==> src/rtl/led_seq_pkg.sv <==
// Shared mode encoding, initial patterns and the per-step pattern function
// for the LED bank sequencer.
package led_seq_pkg;

    typedef enum logic [1:0] {
        MODE_RUN1  = 2'd0,
        MODE_RUN2  = 2'd1,
        MODE_FILL  = 2'd2,
        MODE_BLINK = 2'd3
    } mode_e;

    localparam logic [7:0] INIT_RUN1  = 8'h01;
    localparam logic [7:0] INIT_RUN2  = 8'h03;
    localparam logic [7:0] INIT_FILL  = 8'h01;
    localparam logic [7:0] INIT_BLINK = 8'hFF;

    function automatic logic [7:0] init_pattern(input mode_e mode);
        logic [7:0] p;
        case (mode)
            MODE_RUN1:  p = INIT_RUN1;
            MODE_RUN2:  p = INIT_RUN2;
            MODE_FILL:  p = INIT_FILL;
            default:    p = INIT_BLINK;
        endcase
        return p;
    endfunction

    // FILL shifts ones in from the bottom; an all-ones bar clears, and the
    // shift of an empty bar naturally restarts at 8'h01.
    function automatic logic [7:0] next_pattern(input mode_e mode, input logic [7:0] led);
        logic [7:0] p;
        case (mode)
            MODE_RUN1,
            MODE_RUN2:  p = {led[6:0], led[7]};
            MODE_FILL:  p = (led == 8'hFF) ? 8'h00 : {led[6:0], 1'b1};
            default:    p = ~led;
        endcase
        return p;
    endfunction

endpackage

==> src/rtl/tick_prescaler.sv <==
// Step-rate prescaler: counts 0..DIV-1 while enabled and pulses tick on the
// last count; clr and rs both return the count to zero.
module tick_prescaler #(
    parameter int DIV = 25_000_000
) (
    input  logic clki,
    input  logic rs,
    input  logic en,
    input  logic clr,
    output logic tick
);

    localparam int W = (DIV > 1) ? $clog2(DIV) : 1;
    localparam logic [W-1:0] CNT_MAX = W'(DIV - 1);

    logic [W-1:0] cnt_q;
    logic [W-1:0] cnt_d;

    assign tick = (cnt_q == CNT_MAX) && en;

    always_comb begin
        cnt_d = cnt_q;
        if (clr) begin
            cnt_d = '0;
        end else if (tick) begin
            cnt_d = '0;
        end else if (en) begin
            cnt_d = cnt_q + W'(1);
        end
    end

    always_ff @(posedge clki) begin
        if (rs) begin
            cnt_q <= '0;
        end else begin
            cnt_q <= cnt_d;
        end
    end

endmodule

==> src/rtl/led_pattern_sequencer.sv <==
// LED bank sequencer: the mode register is the FSM state; each prescaler
// tick advances the LED register through the current mode's pattern.
//
//   state      | meaning
//   MODE_RUN1  | single LED rotating left
//   MODE_RUN2  | adjacent LED pair rotating left
//   MODE_FILL  | bar grows from bit 0, clears after full, restarts
//   MODE_BLINK | whole bank toggles
module led_pattern_sequencer
    import led_seq_pkg::*;
#(
    parameter int DIV = 25_000_000
) (
    input  logic       clki,
    input  logic       rs,
    input  logic [1:0] mode_sel,
    input  logic       mode_load,
    input  logic       pause,
    output logic [7:0] led,
    output logic [1:0] mode,
    output logic       step_tick
);

    mode_e      state_q, state_d;
    logic [7:0] led_q, led_d;
    logic       step_q, step_d;
    logic       tick;

    tick_prescaler #(
        .DIV (DIV)
    ) u_prescaler (
        .clki (clki),
        .rs   (rs),
        .en   (!pause),
        .clr  (mode_load),
        .tick (tick)
    );

    // A load takes priority over a coincident tick, so the restarted
    // pattern is never stepped in the same cycle.
    always_comb begin
        state_d = state_q;
        led_d   = led_q;
        step_d  = 1'b0;
        if (mode_load) begin
            state_d = mode_e'(mode_sel);
            led_d   = init_pattern(mode_e'(mode_sel));
        end else if (tick) begin
            led_d   = next_pattern(state_q, led_q);
            step_d  = 1'b1;
        end
    end

    always_ff @(posedge clki) begin
        if (rs) begin
            state_q <= MODE_RUN1;
            led_q   <= INIT_RUN1;
            step_q  <= 1'b0;
        end else begin
            state_q <= state_d;
            led_q   <= led_d;
            step_q  <= step_d;
        end
    end

    assign led       = led_q;
    assign mode      = state_q;
    assign step_tick = step_q;

endmodule

==> config.mk <==
export PLATFORM = sky130hd
export DESIGN_NAME = led_pattern_sequencer
export DESIGN_NICKNAME = d
export VERILOG_FILES = /design/src/rtl/led_seq_pkg.sv /design/src/rtl/tick_prescaler.sv /design/src/rtl/led_pattern_sequencer.sv
export SDC_FILE = /design/constraint.sdc
export NUM_CORES = 1
export LEC_CHECK = 0
export ABC_CLOCK_PERIOD_IN_PS = 5500
export CORE_ASPECT_RATIO = 1.1
export CORE_MARGIN = 2
export CORE_UTILIZATION = 55
export CTS_BUF_LIST = sky130_fd_sc_hd__clkbuf_8
export DETAILED_ROUTE_END_ITERATION = 8
export GPL_TIMING_DRIVEN = 0
export PLACE_DENSITY_LB_ADDON = 0.15
export SLEW_MARGIN = 15
export SYNTH_ARGS = -nofsm -noshare
export SYNTH_HDL_FRONTEND = slang
export SYNTH_SLANG_ARGS = --single-unit
export TNS_END_PERCENT = 20
==> constraint.sdc <==
create_clock -name clki -period 5.5 [get_ports clki]
set_clock_uncertainty 0.15 [all_clocks]
set_input_delay 1.1 -clock clki [delete_from_list [all_inputs] [get_ports clki]]
set_output_delay 1.1 -clock clki [all_outputs]
set_load 0.01 [all_outputs]
======== Word-level counts from Yosys, hierarchy flattened ========
Index checks and enable logic that the tools add are counted.
word-level totals
  bits in registers ....................... 36
  bits of input ports ..................... 6
  output and inout bits ................... 11
operators by class
  $add $sub $neg .......................... 1
  equal/unequal tests ..................... 6
  multiplexer cells ....................... 6
  bitwise operators ....................... 1
  reductions and logical operators ........ 9
operator list
  kind                                            number
  one-hot mux 8 bit (2 select lines)              2
  adder 25 x 1 -> 25 bit (second input constant)  1
  == test 25 bit (second input constant)          1
  2-to-1 mux 8 bit                                3
  == test 8 bit (second input constant)           1
  inverter 8 bit                                  1
  OR reduction 2 bit                              3
  == test 2 x 1 -> 1 bit (second input constant)  2
  == test 2 bit (second input constant)           2
  logical NOT 2 bit                               2
  OR reduction 3 bit                              1
  nonzero test 2 bit                              1
  logical AND 1 bit                               1
  logical NOT 1 bit                               1
  2-to-1 mux 1 bit                                1

======== Longest topological paths before layout ========
Gate-level depths: netlist of the first run.
  depth after elaboration ................. 5
  mapped depth ............................ 7
  mapped depth without buffers ............ 5

======== Hierarchy ========
Synthesis of the first run repeated with hierarchy kept, for this count alone.
unflattened totals
  cell total of the unflattened synthesis .. 209
  area total of the unflattened synthesis .. 1,831.8 um^2
by module, submodules not included
  module                 times used  cells an instance  area each (um^2)  seq. area each (um^2)
  tick_prescaler         1           136                1,216.2           500.5
  led_pattern_sequencer  1           73                 615.6             220.2

======== Least setup slack after synthesis of the first run ========
Ideal clock, no wire load.
  kind .................................... input-to-reg
  start ................................... input port pause
  end ..................................... register u_prescaler.cnt_q[24]
  setup time .............................. 70 ps
  data arrival time ....................... 2,591 ps
  data required time ...................... 5,280 ps
  slack ................................... 2,689 ps
  cell stages on the path ................. 4
  path through ............................ nand4b_2 -> or4_1 -> or4_1 -> a21oi_1
between the ends
  longest elaborated chain between the ends .. 3
RTL lines
  item                                 RTL line                     RTL
  from (decl)                          led_pattern_sequencer.sv:18  input logic pause,
  logical NOT 1 bit                    led_pattern_sequencer.sv:34  .en (!pause),
  logical AND 1 bit                    tick_prescaler.sv:19         assign tick = (cnt_q == CNT_MAX) && en;
  OR reduction 3 bit (no source line)  --
  to (signal assigned)                 tick_prescaler.sv:36         cnt_q <= cnt_d;
  to (decl)                            tick_prescaler.sv:16         logic [W-1:0] cnt_q;
Several ways; a longest one is shown, not always the timed one.
A chain may end at the register's enable or synchronous reset.

======== Worst setup path after layout of the first run ========
Same ends and word-level chain as after synthesis.

==> flow_summary.yaml, run 1 <==
placement:
  hpwl_mm: 2.94
  portBuffers: 14
  dpl_cell_area_um2: 2060
  gp_congestion: 0.913
synth:
  yosys.cell_types.count: 45
  synth_area_um2: 1870
  synth_top_area_share_pct: 38.5
  synth.top_cells.by_area: "dfxtp_1, a21oi_1, nor2_1"
  yosysMostFrequentCell: "dfxtp_1"
  ys_ff_latch: 36
  synth-main-ff-cell: "dfxtp_1"
  ys_warn_count: 0
  synth_common_cells: "dfxtp_1, nor2_1, a21oi_1"
  ys_seq_area_share_pct: 38.5
  synthCells: 226
  async_flop_share_pct: 0
  synth.largest_area_cell: "dfxtp_1"
  syn_nets: 233
  synth_edf_count: 0
  syn_area_per_cell_um2: 8.29
floorplanning:
  die-area_um2: 3890
  start_util_pct: 56.7
  rows: 22
  die_x_um: 59.6
  die_y_um: 65.2
  ioPinCount: 17
  core-area_um2: 3300
sta:
  fin_crit_sh_pct: 59.6
  setup_viol: 0
  final_hold_viol_count: 0
  slew_viol_final: 0
  max_slew_margin_pct: 67.5
  grt_setup_unrepaired: "false"
  worstMarginPinSlew_ps: 475
  finalCriticalPeriod_ps: 3280
  fmax_mhz: 305
  setup_tns_ps: 0
setup_path:
  cp-start-kind: "input port"
  arrival_ps: 3340
  cp-startpoint: "pause"
  cp_cell_sequence: "clkdlybuf4s50_1, nand4b_2, or4_1, or4_1, a21oi_1"
  required_ps: 5570
  worst-path-buf-inv: 1
  cp_top_family: "simple AND/OR/NAND/NOR gates"
  worst-setup-path-type: "in -> reg"
  critPathMaxStageDelay_ps: 690
  cpMostUsedCell: "or4_1"
  r2r_start: "u_prescaler.cnt_q[9]"
  cp-end-kind: "register"
  cpMaxStageDelayCell: "or4_1"
  crit_fanout: 10
final_layout:
  nets: 254
  finalInstanceArea_um2: 2150
  syn_to_final_growth_pct: 15.0
  drive_gt1_share_pct: 6.07
  n_antenna_cell: 0
clock_network:
  post_cts.repair.setup_buffers: 0
  cts_root_buf: "clkbuf_8"
  cts.path.max_buffers: 2
  clkTransAtPathRegs_ps: 70
  cts.repair.resized: 0
  numCtsBuffers: 5
  clkSinkCount: 36
  clk-insertion-delay-late_ps: 290
  cts_tree: "done"
  cts.htree.levels: 2
  cts_hold_buf: 0
worst_hold_path:
  hold_start: "u_prescaler.cnt_q[24]"
  min-delay-path-class: "reg -> reg"
global_route:
  grt-ovfl-total: 0
  track_usage_pct: 24.2
  grt_max_degree: 11
  grt_pass1_vias: 1654
  antenna_found_initial: 0
  grt_pass1_wl_mm: 7.23
route:
  drt-initial-drc-count: 113
  vias: 1768
  first_pass_iters: 4
  viasPerCell: 6.25
  wirelength_mm: 4.12
  drc_errors: 0
  wl_per_cell_um: 14.6
  detail-route-antenna-nets: 0
power:
  power_density_nw_per_um2: 238
  power.leakage_uw: 0.000700
  ir_drop_v: 0.000176
job:
  cap_violations: 0
run_status:
  outcome: "completed"
kinds of logic after synthesis:
family                   after synthesis  synth area share [%]
XOR/XNOR                              13                  6.08
adder cells (fa/ha/maj)                1                 0.668
buffers and inverters                 16                  4.07
AO/OA/AOI/OAI                         58                  19.6
AND/OR/NAND/NOR                      100                  30.1
multiplexers                           2                  1.07
flip-flops                            36                  38.5
routing by layer:
metal	part of all wire [%]	vias up	global-route usage, %
met5	0	-	0
met4	1.7	0	10.6
met3	3.2	9	7.28
met2	48	33	36.5
met1	47	833	31.6
li1	-	893	-
worst reg2reg max path, cell delays in order, from the launching register on:
cell and delay (ps):
dfxtp_1 340, or4_1 560, or4_1 550, buf_6 160, a2111oi_0 480, a211oi_1 90
area by class of cell:
class / count / area [um^2]
fill: 309 / 1150
tap: 36 / 45.0
timing repair buffer: 14 / 140
buffer: 12 / 61.3
inverter: 4 / 15.0
sequential: 36 / 721
multi-input combinational: 174 / 1080
clock buffer: 7 / 96.3
sequential cells by signal, summed over array words and instances (netlist names):
name and cells:
led 8, mode 2, step_tick 1, u_prescaler.cnt_q 25
placed cells by master, fill, tap and decap left out, types with 2 or more instances in the layout:
cell	netlist	layout
nor3_1	5	5
nand4_1	7	7
nand3_1	14	14
a211oi_1	3	3
o311a_1	3	3
xor2_1	5	5
and2_1	2	2
a21oi_1	21	21
or4_1	9	9
inv_1	4	4
buf_4	2	2
clkbuf_8	0	7
clkbuf_1	7	7
and3_1	5	5
o21ai_0	15	15
mux2i_1	2	2
xnor2_1	8	8
o31ai_1	4	4
o2111ai_1	2	2
and4_1	4	4
or3_1	10	10
nor2_1	22	22
a2111oi_0	3	3
dfxtp_1	36	36
clkdlybuf4s50_1	0	14
nand2_1	10	10
nor4_1	3	3
per-stage QoR:
| step | cells | utilization [%] | total power (uW) | setup slack [ps] | hold slack, ps |
|---|---|---|---|---|---|
| floorplan | 226 | - | 299 | 2690 | 301 |
| global placement | 276 | 62.3 | 315 | 1960 | 335 |
| detailed placement | 276 | 62.3 | 315 | 1930 | 343 |
| CTS | 283 | 65.2 | 516 | 2240 | 353 |
| global route | 283 | 65.2 | 534 | 2120 | 378 |
| finish | 283 | 65.2 | 512 | 2220 | 355 |
power breakdown:
| group | switching [uW] | leakage (uW) | internal, uW | total [uW] |
|---|---|---|---|---|
| Combinational | 19.5 | 0.000357 | 18.4 | 38.0 |
| Clock | 90.9 | 0.0000503 | 112 | 202 |
| Sequential | 6.59 | 0.000292 | 265 | 272 |
final timing paths:
path | cells past startpoint | end | slack (ps)
worst max-delay path | 5 | u_prescaler.cnt_q[24] | 2220
worst min-delay path | 2 | u_prescaler.cnt_q[24] | 350
worst min register to register | 2 | u_prescaler.cnt_q[24] | 350
worst max register to register | 5 | led[3] | 3040
Note: power is estimated with default switching activity, not from simulation.
==> run 2: changes to the inputs <==
ABC_CLOCK_PERIOD_IN_PS = 3100   (was 5500)
clock period = 3.1 ns   (was 5.5 ns; I/O delays follow)
==> results of run 2 <==
The final DEF is identical to that of run 1. Status: completed.
Among the figures that moved: setup slack after placement 1930 ps -> 11.9 ps; setup slack after layout 2220 ps -> 305 ps; register-to-register setup slack 3040 ps -> 640 ps; total power 512 uW -> 908 uW; worst IR drop on VDD 0.000176 V -> 0.000312 V
==> run 3: changes to the inputs <==
CTS_CLUSTER_SIZE = 8   (was unset)
SKIP_LAST_GASP = 1   (was unset)
==> results of run 3 <==
The final DEF is identical to that of run 1. Status: completed.
Among the figures that moved: setup slack after placement 1930 ps -> 11.9 ps; setup slack after layout 2220 ps -> 305 ps; register-to-register setup slack 3040 ps -> 640 ps; total power 512 uW -> 908 uW; worst IR drop on VDD 0.000176 V -> 0.000312 V
